`src/rtl/qbus_slave_seq.sv`:
```
// qbus_slave_seq: QBUS slave-cycle sequencer serving NDEV register devices on clk20
//   in : clk20, reset_L (async, active low), RDIN, RDOUT, dev_match[NDEV], dev_vector[NDEV], dev_tdl[16*NDEV]
//   out: TDAL[22], TRPLY, DALtx, DALst, DALbe, rd_strobe[NDEV], wr_strobe[NDEV], sel[SW], busy
module qbus_slave_seq #(
   parameter int NDEV   = 4,
   parameter int SETTLE = 2,
   parameter int SW     = 3
) (
   input  logic                 clk20,
   input  logic                 reset_L,
   input  logic                 RDIN,
   input  logic                 RDOUT,
   input  logic [NDEV-1:0]      dev_match,
   input  logic [NDEV-1:0]      dev_vector,
   input  logic [16*NDEV-1:0]   dev_tdl,
   output logic [21:0]          TDAL,
   output logic                 TRPLY,
   output logic                 DALtx,
   output logic                 DALst,
   output logic                 DALbe,
   output logic [NDEV-1:0]      rd_strobe,
   output logic [NDEV-1:0]      wr_strobe,
   output logic [SW-1:0]        sel,
   output logic                 busy
);
   typedef enum logic [2:0] {IDLE, RD_SETTLE, RD_REPLY, WR_REPLY, VEC_SETTLE, VEC_REPLY} state_t;
   localparam int SN = 2*NDEV + 2;
   state_t          state;
   logic [SN-1:0]   s1, s2;
   logic            s_rdin, s_rdout, hold, drop;
   logic [NDEV-1:0] s_match, s_vector, sel_oh, nxt_oh;
   logic [SW-1:0]   m_idx, v_idx, nxt_idx;
   logic [15:0]     word;
   logic [3:0]      cnt;
   assign {s_rdin, s_rdout, s_match, s_vector} = s2;
   always_ff @(posedge clk20 or negedge reset_L)
      if (!reset_L) begin
         s1 <= '0;
         s2 <= '0;
      end else begin
         s1 <= {RDIN, RDOUT, dev_match, dev_vector};
         s2 <= s1;
      end
   // Lowest asserted index wins; once busy the latched sel drives data and strobes.
   always_comb begin
      m_idx = '0;
      v_idx = '0;
      for (int i = NDEV-1; i >= 0; i--) begin
         m_idx = s_match[i] ? SW'(i) : m_idx;
         v_idx = s_vector[i] ? SW'(i) : v_idx;
      end
      nxt_idx = (state != IDLE) ? sel : (|s_match ? m_idx : v_idx);
      sel_oh = '0;
      nxt_oh = '0;
      word = '0;
      for (int i = 0; i < NDEV; i++) begin
         sel_oh[i] = (sel == SW'(i));
         nxt_oh[i] = (nxt_idx == SW'(i));
         word = nxt_oh[i] ? dev_tdl[16*i +: 16] : word;
      end
      hold = (state == VEC_SETTLE || state == VEC_REPLY) ? |(s_vector & sel_oh) : |(s_match & sel_oh);
      drop = (state != IDLE) && (!hold ||
             ((state == RD_REPLY || state == VEC_REPLY) && !s_rdin) ||
             (state == WR_REPLY && !s_rdout));
   end
   always_ff @(posedge clk20 or negedge reset_L)
      if (!reset_L) begin
         state <= IDLE;
         cnt <= '0;
         sel <= '0;
         TDAL <= '0;
         {TRPLY, DALtx, DALst, DALbe, busy} <= '0;
         rd_strobe <= '0;
         wr_strobe <= '0;
      end else begin
         rd_strobe <= '0;
         wr_strobe <= '0;
         if (drop) begin
            state <= IDLE;
            TDAL <= '0;
            {TRPLY, DALtx, DALst, DALbe, busy} <= '0;
         end else case (state)
            IDLE:
               if (s_rdin && (|s_match || |s_vector)) begin
                  state <= |s_match ? RD_SETTLE : VEC_SETTLE;
                  cnt <= 4'(SETTLE);
                  sel <= nxt_idx;
                  TDAL <= {6'b0, word};
                  DALtx <= 1'b1;
                  busy <= 1'b1;
               end else if (s_rdout && |s_match) begin
                  state <= WR_REPLY;
                  sel <= nxt_idx;
                  TRPLY <= 1'b1;
                  wr_strobe <= nxt_oh;
                  busy <= 1'b1;
               end
            RD_SETTLE, VEC_SETTLE: begin
               TDAL <= {6'b0, word};
               cnt <= cnt - 4'd1;
               if (cnt == 4'd0) begin
                  state <= (state == RD_SETTLE) ? RD_REPLY : VEC_REPLY;
                  {TRPLY, DALst, DALbe} <= '1;
                  rd_strobe <= sel_oh;
               end
            end
            RD_REPLY, VEC_REPLY: TDAL <= {6'b0, word};
            default: ;
         endcase
      end
endmodule
```
`config.mk`:
```
export PLATFORM = sky130hd
export DESIGN_NAME = qbus_slave_seq
export DESIGN_NICKNAME = d
export VERILOG_FILES = /design/src/rtl/qbus_slave_seq.sv
export SDC_FILE = /design/constraint.sdc
export NUM_CORES = 1
export LEC_CHECK = 0
export CAP_MARGIN = 30
export CELL_PAD_IN_SITES_DETAIL_PLACEMENT = 0
export CELL_PAD_IN_SITES_GLOBAL_PLACEMENT = 1
export CORE_ASPECT_RATIO = 1.1
export CORE_MARGIN = 10
export CORE_UTILIZATION = 35
export DETAILED_ROUTE_END_ITERATION = 7
export PLACE_DENSITY = 0.87
export SLEW_MARGIN = 30
export SYNTH_ARGS = -nofsm -noshare
export SYNTH_HDL_FRONTEND = slang
export SYNTH_SLANG_ARGS = --single-unit
```
`constraint.sdc`:
```
create_clock -name clk20 -period 2.59 [get_ports clk20]
set_input_delay 0.3885 -clock clk20 [delete_from_list [all_inputs] [get_ports clk20]]
set_output_delay 0.3885 -clock clk20 [all_outputs]
set_load 0.02 [all_outputs]
```
==> results_dict.tcl <==
set metrics [dict create \
    finalWeightedCongestion 0.9025 \
    irDropWorstVdd_uv 346.2 \
    diodes 0 \
    cp-start-kind "flop" \
    yosysTopAreaCell "dfrtp_1" \
    worstSetupPathType "reg2reg" \
    drive_above_1_share_pct 11.05 \
    cts_resized 0 \
    power_density_nw_per_um2 898.1 \
    numCtsBuffers 9 \
    area_delta_synth_final_pct 39.09 \
    placementRows 38 \
    r2r_start "s2[0]$_DFF_PN0_" \
    maxCapViolations 0 \
    instances_no_fill 636 \
    p_leak_nw 1.917 \
    cp.arrival_ps 2510 \
    outcome "complete, no violations" \
    crit_chain "or4_4 -> o21ai_4 -> or2_4 -> o21ai_2 -> a21oi_4 -> o21ai_0" \
    final_antenna_net_count 0 \
    r2r_slack_ps 280 \
    rsz0062_at_grt "no" \
    clock_skew_ps 16.55 \
    hold_buffers 0 \
    ys_types 50 \
    layout_commonest_cell "clkdlybuf4s50_1" \
    slew_violations 0 \
    hold_viol_final 0 \
    post_drt_wl_per_cell_um 20.08 \
    drc 0 \
    start_util_pct 36.29 \
    cts.path.max_buffers 2 \
    boundaryPins 114 \
    cts.sink_count 58 \
    clockRootBuffer "clkbuf_8" \
    p_total_w 0.004526 \
    grt_pass1_vias 3682 \
    grt_start_max_net_pins 59 \
    cts_setup_buffers 0 \
    dieWidth_um 117.0 \
    tritoncts "built" \
    yosysTopAreaCellShare_pct 40.06 \
    fmax_mhz 432.8 \
    yosysSeqAreaShare_pct 40.06 \
    r2r_cells 6 \
    die_h_um 126.7 \
    synth_area_um2 3623 \
    startpoint "s2[0]$_DFF_PN0_" \
    fin_crit_sh_pct 89.21 \
    fin_tns_setup_ps 0 \
    drtIter0Drc 263 \
    core_area_um2 9985 \
    die_area_um2 14830 \
    finalCriticalPeriod_ps 2311 \
    cp_slowest_cell "or4_4" \
    fillers 942 \
    cp.depth 6 \
    cp_slowest_stage_delay_ps 580 \
    vias_per_cell 5.736 \
    r2r-end "TDAL[12]$_DFFE_PN0P_" \
    worstSkewPairLatency_ps 340 \
    syn_inst 405 \
    hpwlAfterDp_um 9265 \
    overflow 0 \
    final_net_count 589 \
    cts_max_level 3 \
    avgSynthCellArea_um2 8.947 \
    drtPass1Iterations 4 \
    path_buf_inv 0 \
    placed_cells 621 \
    required_ps 2790 \
    clkTransAtPathRegs_ps 80 \
    layout_common_cells "clkdlybuf4s50_1, nand3b_1, dfrtp_1, a21oi_1, a22oi_1" \
    max_slew.worst_pin.slew_ps 780.9 \
    antenna_found_initial 0 \
    grt_use_total_pct 16.78 \
    path_delay_family "compound AO/OA/AOI/OAI gates" \
    synth-seq-cells 58 \
    setup_violations 0 \
    ys_top_cells_by_area "dfrtp_1, nand3b_1, a22oi_1, a21oi_1, nor3_1" \
    min_path_type "in2async" \
    cp-endpoint "TDAL[12]$_DFFE_PN0P_" \
    grt_pass1_wl_um 19800 \
    synth_warnings 0 \
    worstSetupEndpointType "flop" \
    routed_wl_um 12770 \
    path_max_fanout 16 \
    port_buffers 107 \
    vias 3648 \
    slew_headroom_pct 47.93 \
]
per-layer routing:
metal  wire [um]  track usage [%]  share of wire (%)
met1        5550            21.02                 43
met5           0                0                  0
met4         136            5.022                1.1
met2        6148            27.49                 48
met3         934            4.385                7.3
where the power goes:
group	switching, W	leakage (nW)	internal, W
clock network	0.000353	0.112	0.000560
logic	0.00140	1.07	0.000976
registers	0.000144	0.738	0.00109
total	0.00190	1.92	0.00263
cells in the mapped netlist, drive strengths merged:
master / instances
dfrtp: 58
nand2: 29
a2111oi: 1
mux2i: 8
o21a: 5
a2bb2oi: 1
a22oi: 32
a21oi: 41
ha: 1
o22ai: 2
nor4: 2
nor3: 26
buf: 23
a31oi: 1
o32ai: 1
or4b: 2
or4: 2
nand3: 3
a221oi: 1
clkbuf: 13
nor2b: 3
o211ai: 2
or2: 3
inv: 5
nand4: 1
a21o: 1
and3: 2
o21bai: 1
o21ai: 42
nand3b: 64
conb: 1
a22o: 1
a221o: 1
or3: 2
a32o: 1
xnor2: 2
nor2: 17
nand2b: 4
area by class of cell:
| class | instances | area [um^2] | area share, % |
|---|---|---|---|
| sequential | 58 | 1451 | 28.80 |
| clock inverter | 5 | 78.83 | 1.564 |
| tap | 120 | 150.1 | 2.979 |
| multi-input combinational | 311 | 1987 | 39.42 |
| inverter | 5 | 18.77 | 0.3724 |
| timing repair buffer | 127 | 1216 | 24.13 |
| clock buffer | 10 | 137.6 | 2.731 |
worst register-to-register path, stage by stage, from the launching register on:
cell and delay [ps]:
dfrtp_1 460, or4_4 580, o21ai_4 240, or2_4 200, o21ai_2 70, a21oi_4 420
o21ai_0 200
how the worst min path moves through the flow:
stage,slack [ps],to,depth (start not counted)
global placement,330,s2[1]$_DFF_PN0_,0
CTS,220,TDAL[0]$_DFFE_PN0P_,2
finish,170,TDAL[0]$_DFFE_PN0P_,2
detailed placement,330,s2[6]$_DFF_PN0_,0
floorplan,90,DALbe$_DFFE_PN0P_,0
global route,250,TDAL[12]$_DFFE_PN0P_,2
sequential cells by signal (all words and copies together) (netlist names):
signal / count
rd_strobe: 4
s1: 10
s2: 10
sel: 3
busy: 1
DALtx: 1
TRPLY: 1
DALbe: 1
cnt: 4
wr_strobe: 4
state: 3
TDAL: 16
cells by family after synthesis:
kind of cell	Yosys count	share of synthesized area [%]
xor+xnor	2	0.4835
mux	8	2.210
buf+inv	41	6.216
other cells	1	0.1035
compound gates	134	23.76
flops	58	40.06
simple gates	160	26.83
fa+ha+maj	1	0.3452
through the flow:
| stage | setup slack [ps] | utilization (%) | instance area, um^2 | hold slack, ps |
|---|---|---|---|---|
| 2_1_floorplan | 617.0 | - | 3642 | 92.91 |
| 3_3_place_gp | 412.8 | 48.31 | 4823 | 334.2 |
| 3_5_place_dp | 321.5 | 48.31 | 4823 | 334.7 |
| 4_1_cts | 302.1 | 50.48 | 5040 | 215.9 |
| 5_1_grt | 105.0 | 50.48 | 5040 | 254.6 |
| 6_report | 279.4 | 50.48 | 5040 | 167.3 |
Power figures use the tool's default switching activity.
